===== config.mk =====
export PLATFORM = sky130hd
export DESIGN_NAME = rv32_muldiv_iter
export DESIGN_NICKNAME = d
export VERILOG_FILES = /design/src/rtl/rv32_muldiv_iter.sv
export SDC_FILE = /design/constraint.sdc
export NUM_CORES = 1
export LEC_CHECK = 0
export ABC_CLOCK_PERIOD_IN_PS = 8100
export CAP_MARGIN = 30
export CELL_PAD_IN_SITES_DETAIL_PLACEMENT = 1
export CELL_PAD_IN_SITES_GLOBAL_PLACEMENT = 2
export CORE_MARGIN = 3
export CORE_UTILIZATION = 35
export CTS_CLUSTER_SIZE = 28
export DETAILED_ROUTE_END_ITERATION = 16
export MAX_ROUTING_LAYER = met4
export PLACE_DENSITY_LB_ADDON = 0.1
export SYNTH_ARGS = -nofsm -noshare
export SYNTH_HDL_FRONTEND = slang
export SYNTH_SLANG_ARGS = --single-unit
export TNS_END_PERCENT = 5

===== constraint.sdc =====
create_clock -name clk -period 8.1 [get_ports clk]
set_input_delay 1.62 -clock clk [delete_from_list [all_inputs] [get_ports clk]]
set_output_delay 1.62 -clock clk [all_outputs]
set_load 0.02 [all_outputs]

===== src/rtl/rv32_muldiv_iter.sv =====
// Iterative RV32 M-extension multiply/divide unit: shift-add multiply and restoring
// divide on operand magnitudes, with sign fix-up in a single FIX cycle.
module rv32_muldiv_iter #(
    parameter int XLEN   = 32,
    parameter int UNROLL = 1,
    parameter int TAGW   = 5
) (
    input  logic            clk,
    input  logic            rst_n,
    input  logic            i_valid,
    output logic            o_ready,
    input  logic [2:0]      i_funct3,
    input  logic [XLEN-1:0] i_rs1,
    input  logic [XLEN-1:0] i_rs2,
    input  logic [TAGW-1:0] i_rd,
    input  logic            i_flush,
    output logic            o_valid,
    input  logic            i_ready,
    output logic [XLEN-1:0] o_result,
    output logic [TAGW-1:0] o_rd,
    output logic            o_busy
);

    localparam int NSTEP = XLEN / UNROLL;
    localparam int CW    = $clog2(NSTEP + 1);
    localparam logic [CW-1:0]   LAST_CNT = CW'(NSTEP - 1);
    localparam logic [XLEN-1:0] MIN_NEG  = {1'b1, {(XLEN-1){1'b0}}};

    localparam logic [1:0] S_IDLE = 2'd0;
    localparam logic [1:0] S_CALC = 2'd1;
    localparam logic [1:0] S_FIX  = 2'd2;
    localparam logic [1:0] S_DONE = 2'd3;

    logic [1:0]        r_state;
    logic [CW-1:0]     r_cnt;
    logic [2:0]        r_f3;
    logic [TAGW-1:0]   r_rd_lat;
    logic              r_sign_a;
    logic              r_sign_b;
    logic [XLEN-1:0]   r_opb;
    logic [2*XLEN-1:0] r_acc;
    logic              r_special;
    logic [XLEN-1:0]   r_spec_val;
    logic              r_valid;
    logic [XLEN-1:0]   r_result;
    logic [TAGW-1:0]   r_rd;

    logic              w_accept;
    logic              w_sa;
    logic              w_sb;
    logic [XLEN-1:0]   w_abs_a;
    logic [XLEN-1:0]   w_abs_b;
    logic              w_b_zero;
    logic              w_ovf;
    logic              w_special;
    logic [XLEN-1:0]   w_spec_val;
    logic [2*XLEN-1:0] w_stage [0:UNROLL];
    logic [2*XLEN-1:0] w_prod;
    logic [XLEN-1:0]   w_quo;
    logic [XLEN-1:0]   w_rem;
    logic [XLEN-1:0]   w_fix_val;

    assign o_ready  = (r_state == S_IDLE);
    assign o_busy   = (r_state != S_IDLE);
    assign o_valid  = r_valid;
    assign o_result = r_result;
    assign o_rd     = r_rd;

    assign w_accept = i_valid && (r_state == S_IDLE) && !i_flush;

    // Signedness of each operand as a function of the opcode.
    always_comb begin
        w_sa = 1'b0;
        w_sb = 1'b0;
        case (i_funct3)
            3'b000, 3'b001, 3'b100, 3'b110: begin
                w_sa = i_rs1[XLEN-1];
                w_sb = i_rs2[XLEN-1];
            end
            3'b010: w_sa = i_rs1[XLEN-1];
            default: ;
        endcase
    end

    assign w_abs_a = w_sa ? (~i_rs1 + 1'b1) : i_rs1;
    assign w_abs_b = w_sb ? (~i_rs2 + 1'b1) : i_rs2;

    assign w_b_zero  = i_funct3[2] && (i_rs2 == '0);
    assign w_ovf     = i_funct3[2] && !i_funct3[0] && (i_rs1 == MIN_NEG) && (i_rs2 == '1);
    assign w_special = w_b_zero || w_ovf;

    always_comb begin
        w_spec_val = '0;
        if (w_b_zero)
            w_spec_val = i_funct3[1] ? i_rs1 : '1;
        else if (w_ovf)
            w_spec_val = i_funct3[1] ? '0 : i_rs1;
    end

    // One multiply or divide step per stage; r_acc holds {hi, lo}.
    // Multiply: hi = partial sum, lo = remaining multiplier bits.
    // Divide:   hi = partial remainder, lo = dividend shifting into quotient.
    assign w_stage[0] = r_acc;
    generate
        for (genvar gi = 0; gi < UNROLL; gi++) begin : g_step
            logic [XLEN:0]     w_sum;
            logic [XLEN:0]     w_rsh;
            logic [XLEN:0]     w_diff;
            logic [2*XLEN-1:0] w_mul_nx;
            logic [2*XLEN-1:0] w_div_nx;

            assign w_sum    = {1'b0, w_stage[gi][2*XLEN-1:XLEN]}
                              + (w_stage[gi][0] ? {1'b0, r_opb} : '0);
            assign w_mul_nx = {w_sum, w_stage[gi][XLEN-1:1]};

            assign w_rsh    = {w_stage[gi][2*XLEN-1:XLEN], w_stage[gi][XLEN-1]};
            assign w_diff   = w_rsh - {1'b0, r_opb};
            assign w_div_nx = w_diff[XLEN]
                ? {w_rsh[XLEN-1:0], w_stage[gi][XLEN-2:0], 1'b0}
                : {w_diff[XLEN-1:0], w_stage[gi][XLEN-2:0], 1'b1};

            assign w_stage[gi+1] = r_f3[2] ? w_div_nx : w_mul_nx;
        end
    endgenerate

    assign w_prod = (r_sign_a ^ r_sign_b) ? (~r_acc + 1'b1) : r_acc;
    assign w_quo  = (r_sign_a ^ r_sign_b) ? (~r_acc[XLEN-1:0] + 1'b1) : r_acc[XLEN-1:0];
    assign w_rem  = r_sign_a ? (~r_acc[2*XLEN-1:XLEN] + 1'b1) : r_acc[2*XLEN-1:XLEN];

    always_comb begin
        w_fix_val = '0;
        if (r_special)
            w_fix_val = r_spec_val;
        else if (r_f3 == 3'b000)
            w_fix_val = w_prod[XLEN-1:0];
        else if (!r_f3[2])
            w_fix_val = w_prod[2*XLEN-1:XLEN];
        else if (r_f3[1])
            w_fix_val = w_rem;
        else
            w_fix_val = w_quo;
    end

    always_ff @(posedge clk or negedge rst_n) begin
        if (!rst_n) begin
            r_state    <= S_IDLE;
            r_cnt      <= '0;
            r_f3       <= '0;
            r_rd_lat   <= '0;
            r_sign_a   <= 1'b0;
            r_sign_b   <= 1'b0;
            r_opb      <= '0;
            r_acc      <= '0;
            r_special  <= 1'b0;
            r_spec_val <= '0;
            r_valid    <= 1'b0;
            r_result   <= '0;
            r_rd       <= '0;
        end else if (i_flush) begin
            r_state <= S_IDLE;
            r_cnt   <= '0;
            r_valid <= 1'b0;
        end else begin
            case (r_state)
                S_IDLE: begin
                    if (w_accept) begin
                        r_f3       <= i_funct3;
                        r_rd_lat   <= i_rd;
                        r_sign_a   <= w_sa;
                        r_sign_b   <= w_sb;
                        r_special  <= w_special;
                        r_spec_val <= w_spec_val;
                        r_cnt      <= '0;
                        if (i_funct3[2]) begin
                            r_opb <= w_abs_b;
                            r_acc <= {{XLEN{1'b0}}, w_abs_a};
                        end else begin
                            r_opb <= w_abs_a;
                            r_acc <= {{XLEN{1'b0}}, w_abs_b};
                        end
                        r_state <= w_special ? S_FIX : S_CALC;
                    end
                end
                S_CALC: begin
                    r_acc <= w_stage[UNROLL];
                    r_cnt <= r_cnt + 1'b1;
                    if (r_cnt == LAST_CNT)
                        r_state <= S_FIX;
                end
                S_FIX: begin
                    r_result <= w_fix_val;
                    r_rd     <= r_rd_lat;
                    r_valid  <= 1'b1;
                    r_state  <= S_DONE;
                end
                default: begin
                    if (i_ready) begin
                        r_valid <= 1'b0;
                        r_state <= S_IDLE;
                    end
                end
            endcase
        end
    end

endmodule

==> results.ini, run 1 <==
[grt]
grt.busiest_layer=met1
antenna_found_initial=1
use_met3_pct=3.30
grt_pass1_vias=16500
grt_use_total_pct=29.3
gr-usage-met2_pct=42.3
grt_max_degree=88
overflow=0
grtUsageMet1_pct=42.7
grt_pass1_wl_um=108000

[synth]
ys.flop_type=dfrtp_1
syn_inst=2155
mappedNetlistArea_um2=16400
synth_cell_types=76
synth_edf_count=0
synth.avg_cell_area_um2=7.63
seq_area_frac_synth_pct=28.2
ys_seq_elements=185
yosys_warnings=0
ys_async_sr_fraction_pct=100
synth_nets=2308

[sta]
hold_viol=0
fin_skew_ps=17.0
timing.final.crit_period_ps=4870
setup_slack_ps=3230
tns_ps=0
worst_pin_slew_ps=1030
fmax_mhz=206
period_share_pct=60.1
relSlewSlack_pct=31.6
setup_viol=0
drv_slew=0
rsz0062_at_grt=false

[final_layout]
final_common_cell=nand2_1
areaGrowthSynthToFinish_pct=14.1
final_area_um2=18800
layout_common_cells=nand2_1, nor2_1, o21ai_0
fillerInstances=5613
nets=2339
drive_gt1_share_pct=5.82
stdcell_count=2800

[setup_path]
rr_worst_depth=13
r2r-end=r_acc[43]
critPathArrivalTime_ps=5250
required_ps=8480
cp_num_cells=9
path_class=in -> reg
cpLargestDelayFamily=simple AND/OR/NAND/NOR gates
cpMaxStageDelayCell=or4_1
crit_buf_inv=2
crit_fanout=28
crit_path_start_kind=primary input
endpoint_kind=flop
r2r_slack_ps=3250
timing.rr.start=r_acc[31]
startpoint=i_rs2[6]
crit_end=r_spec_val[26]
critPathMaxStageDelay_ps=650
path_cells=clkdlybuf4s50_1 > or4_1 > nor4_1 > nand4_1 > or4b_1 > o21ai_1 > nand2_1 > buf_16 > o21ai_0

[pwr]
p_int_mw=3.75
ir_drop_uv=190
p_per_area_nw_per_um2=437
finalPower_mw=8.20
leakage_nw=7.88
power_switching_mw=4.45
p_clk_share_pct=11.1
switching_share_pct=54.3
seq_power_share_pct=21.4
combPwrFrac_pct=67.6

[min_path]
hold_class=reg -> reg
hold_path_depth=2
min-delay-start=r_rd_lat[3]

[clock_network]
cts_buffer_depth=2
hold_buffers=0
clock_sinks=185
worstSkewPairLatency_ps=470
cts-root-buf=clkbuf_16
ctsResizeCount=0
cts_tree=done
cts_buffers=17
post_cts_buffers=0
path_clk_slew_ps=80
cts.htree.levels=4

[die]
core_area_um2=45900
die_width_um=223
ios=117
dieHeight_um=223
row_count=78
die_area_um2=49600
start_util_pct=35.8

[placed_design]
portBuffers=116
hpwlAfterDp_um=55800
placed_area_um2=18100
numPlacedInstances=2766
place_ws_ps=2740
gp_congestion=0.948

[route]
wl_per_cell_um=25.7
drc=0
via_per_inst=6.00
first_pass_iters=5
routed_wl_um=71900
ant_nets=0
drt_iter0_markers=1535
vias=16800

[job]
drv_cap=0

[status]
status=finished, final reports clean

[per-stage QoR]
stage,hold WS (ps),utilization (%)
after floorplan,439,-
after detailed placement,456,39.6
after global routing,507,40.9
after CTS,474,40.9
after global placement,448,39.5
final,470,40.9
[final cells by class]
class,count,area (um2),share of cell area [%]
multi-input cells,1769,11100,59.1
flip-flops and latches,185,4630,24.7
repair buffers,149,1440,7.68
well taps,600,751,4.00
clock buffers,18,439,2.34
inverters,64,240,1.28
clock inverters,14,159,0.847
diodes,1,2.50,0.0133
[metal layers]
metal / part of all wire [%] / wire length [um] / up-vias
met2: 43 / 30900 / 469
met3: 4.6 / 3330 / 79
met1: 49 / 35500 / 8434
met5: 0 / 0 / -
li1: - / - / 7806
met4: 2.9 / 2100 / 0
[power groups by stage]
stage	sequential [mW]	combinational [mW]	clock, mW
final	1.75	5.54	0.907
after global routing	1.79	6.03	0.960
after CTS	1.74	5.46	0.923
after detailed placement	1.76	5.42	0
after global placement	1.75	5.34	0
after floorplan	1.60	3.70	0
[state kept, by name (all words and copies together) (netlist names), 3 cells and up]
| register | count |
|---|---|
| r_opb | 32 |
| r_spec_val | 32 |
| r_f3 | 3 |
| r_acc | 64 |
| o_rd | 5 |
| r_rd_lat | 5 |
| o_result | 32 |
| r_cnt | 6 |
[cell usage after synthesis (31+ instances only)]
master	instances	area share [%]
nand2_1	276	6.3
nor2_1	220	5.0
o21ai_0	204	6.2
a21oi_1	190	5.8
dfrtp_1	185	28
clkbuf_1	123	2.8
xnor2_1	104	5.5
xor2_1	92	4.9
ha_1	74	5.6
inv_1	63	1.4
mux2i_1	40	2.4
nor3_1	38	1.2
nand3_1	35	1.1
o31ai_1	31	1.4
[tightest hold or removal path: cells and delay by family, from the launching register on]
kind,cells,cell delay (ps)
simple gates,2,100
flops,1,350
[kinds of logic after synthesis]
logic type               synth area share, %
adder cells (fa/ha/maj)                 5.87
multiplexers                            4.08
AO/OA/AOI/OAI                           26.1
buffers and inverters                   4.61
XOR/XNOR                                10.5
flip-flops                              28.2
AND/OR/NAND/NOR                         20.6
[worst min path at each step]
stage | endpoint
finish | o_rd[3]
detailed placement | o_rd[4]
global placement | o_rd[1]
CTS | o_rd[0]
global route | o_rd[2]
floorplan | o_rd[0]
(Power assumes the default switching activity.)
==> run 2, diff against run 1 <==
--- a/config.mk
+++ b/config.mk
@@ -5,7 +5,7 @@
 export SDC_FILE = /design/constraint.sdc
 export NUM_CORES = 1
 export LEC_CHECK = 0
-export ABC_CLOCK_PERIOD_IN_PS = 8100
+export ABC_CLOCK_PERIOD_IN_PS = 4900
 export CAP_MARGIN = 30
 export CELL_PAD_IN_SITES_DETAIL_PLACEMENT = 1
 export CELL_PAD_IN_SITES_GLOBAL_PLACEMENT = 2
==> constraint.sdc (replaced) <==
create_clock -name clk -period 4.9 [get_ports clk]
set_input_delay 0.98 -clock clk [delete_from_list [all_inputs] [get_ports clk]]
set_output_delay 0.98 -clock clk [all_outputs]
set_load 0.02 [all_outputs]
==> run 2 against run 1 <==
- first-iteration DRC count fell by 15%
- sequential power increased by 61%
- global-route usage increased by 0.63 points
- worst setup slack lost 2700 ps
- via count up 0.29%
- highest routed layer unchanged
- sequential cell count unchanged
- die area did not move
- non-clock buffer count increased by 23
- largest power group unchanged
- final cell count is 0.75% higher
==> results.ini, run 2 (synthesis results as in run 1) <==
[status]
status=finished, final reports clean

[route]
first_pass_iters=5  ; unchanged
topRoutingLayerUsed=met4
vias=16800  ; +0.29%
routed_wl_um=73000  ; +1.6%
ant_nets=0  ; unchanged
drc=0  ; unchanged
wl_per_cell_um=25.9  ; +0.80%
drt-met1-wl_um=35600  ; +0.22%
wl_met3_um=3380  ; +1.4%
via_per_inst=5.97  ; -0.46%
wl_met2_um=32200  ; +4.2%
drt_iter0_markers=1299  ; -15%

[clock_network]
clock_sinks=185  ; unchanged
cts_buffer_depth=2  ; unchanged
cts.htree.levels=4  ; unchanged
path_clk_slew_ps=80  ; about the same
cts_tree=done
cts-root-buf=clkbuf_16
ctsResizeCount=0  ; unchanged
hold_buffers=0  ; unchanged
cts_buffers=17  ; unchanged
post_cts_buffers=0  ; unchanged
worstSkewPairLatency_ps=500  ; +30 ps

[pwr]
combPwrFrac_pct=68.2  ; +0.6 points
p_int_mw=6.31  ; +68%
seq_power_share_pct=20.7  ; -0.7 points
leakage_nw=7.99  ; +1.3%
p_clk_share_pct=11.1  ; about the same
p_per_area_nw_per_um2=721  ; +65%
switching_share_pct=53.7  ; -0.54 points
ir_drop_uv=381  ; +100%
power_switching_mw=7.32  ; +65%

[setup_path]
r2r_slack_ps=570  ; -2680 ps
required_ps=5240  ; -3240 ps
crit_path_start_kind=flop
startpoint=r_acc[0]
rr_worst_depth=13  ; unchanged
critPathArrivalTime_ps=4660  ; -590 ps
crit_end=r_acc[60]
timing.rr.start=r_acc[0]
crit_fanout=17  ; -39%
path_class=reg -> reg
r2r-end=r_acc[60]
endpoint_kind=flop

[grt]
antenna_found_initial=0  ; -1
grt_max_degree=84  ; -4.5%
grt_pass1_vias=16600  ; +0.073%
grt_use_total_pct=29.9  ; +0.63 points
grt_pass1_wl_um=110000  ; +1.5%
overflow=0  ; unchanged

[sta]
timing.final.crit_period_ps=4330
hold_viol=0  ; unchanged
setup_viol=0  ; unchanged
fmax_mhz=231
drv_slew=0  ; unchanged
relSlewSlack_pct=30.5  ; -1.1 points
worst_pin_slew_ps=1040  ; +13.5 ps
rsz0062_at_grt=false
period_share_pct=88.3
fin_skew_ps=16.5  ; -0.510 ps
tns_ps=0  ; unchanged
whs_ps=462  ; -7.35 ps

[final_layout]
drive_gt1_share_pct=6.71  ; +0.89 points
nets=2362  ; +0.98%
top_register=r_acc
largest_reg_flops=64  ; unchanged
layout_common_cells=nand2_1, nor2_1, o21ai_0
final_common_cell=nand2_1
areaGrowthSynthToFinish_pct=14.9
n_antenna_cell=0  ; -1

[placed_design]
gp_congestion=0.900  ; -5.0%
hpwlAfterDp_um=57300  ; +2.8%
portBuffers=116  ; unchanged

[die]
dieHeight_um=223  ; unchanged
die_area_um2=49600  ; unchanged
start_util_pct=35.8  ; unchanged
core_area_um2=45900  ; unchanged
die_width_um=223  ; unchanged
ios=117  ; unchanged
row_count=78  ; unchanged

[job]
drv_cap=0  ; unchanged

[min_path]
hold_class=in -> async

run 2: changes by cell type in the layout (fill, tap and decap cells not counted):
cell        previous run  this run
clkbuf_8               2         3
buf_4                 31        55
clkinvlp_4             2         1
inv_8                  4         2
clkinv_8               2         0
diode_2                1         0
bufinv_16              1         2
clkbuf_1               0         1
inv_6                  1         3
clkinv_4               2         1
buf_16                 1         0
run 2: power groups by stage:
stage,combinational (mW),clock (mW),sequential [mW]
finish,9.29,1.52,2.82
global route,10.1,1.60,2.89
CTS,9.20,1.54,2.81
detailed placement,9.14,0,2.84
global placement,9.05,0,2.81
floorplan,6.11,0,2.64
run 2: worst min-delay path by stage:
stage                      to  cells after the start  slack, ps        start
CTS                 r_acc[48]                      1        470        rst_n
floorplan             o_rd[0]                      2        440  r_rd_lat[0]
detailed placement    o_rd[4]                      2        450  r_rd_lat[4]
global placement      o_rd[1]                      2        450  r_rd_lat[1]
global route        r_acc[47]                      1        490        rst_n
finish              r_acc[47]                      1        460        rst_n
run 2: area by class of cell:
type / instances / area, um2
Inverter: 64 / 240
Timing Repair Buffer: 172 / 1590
Clock buffer: 20 / 457
Multi-Input combinational cell: 1769 / 11100
Fill cell: 5664 / 27000
Tap cell: 600 / 751
Sequential cell: 185 / 4630
Clock inverter: 11 / 135
run 2: worst max-delay path, cell delays in order (launching register included):
cell	delay, ps
dfrtp_1	480
inv_1	470
buf_4	350
nor2_1	80
ha_1	230
a21o_1	190
a21oi_1	310
a211oi_1	170
or2_2	370
a31oi_1	350
o21ai_0	370
a211oi_1	370
mux2i_1	290
o221ai_1	150
run 2: metrics by stage:
| step | std cells | util (%) | worst slack, ps | area [um2] | total power, mW |
|---|---|---|---|---|---|
| after CTS | 2821 | 41.2 | 691 | 18900 | 13.5 |
| final | 2821 | 41.2 | 573 | 18900 | 13.6 |
| after floorplan | 2155 | - | 1510 | 16400 | 8.75 |
| after detailed placement | 2790 | 39.9 | 410 | 18300 | 12.0 |
| after global placement | 2790 | 39.9 | 461 | 18300 | 11.9 |
| after global routing | 2821 | 41.2 | 479 | 18900 | 14.6 |
run 2: layer usage:
| layer | GRT usage [%] | vias up |
|---|---|---|
| li1 | - | 7837 |
| met1 | 42.8 | 8516 |
| met2 | 44.3 | 399 |
| met3 | 3.88 | 84 |
| met4 | 8.26 | 0 |
| met5 | - | - |
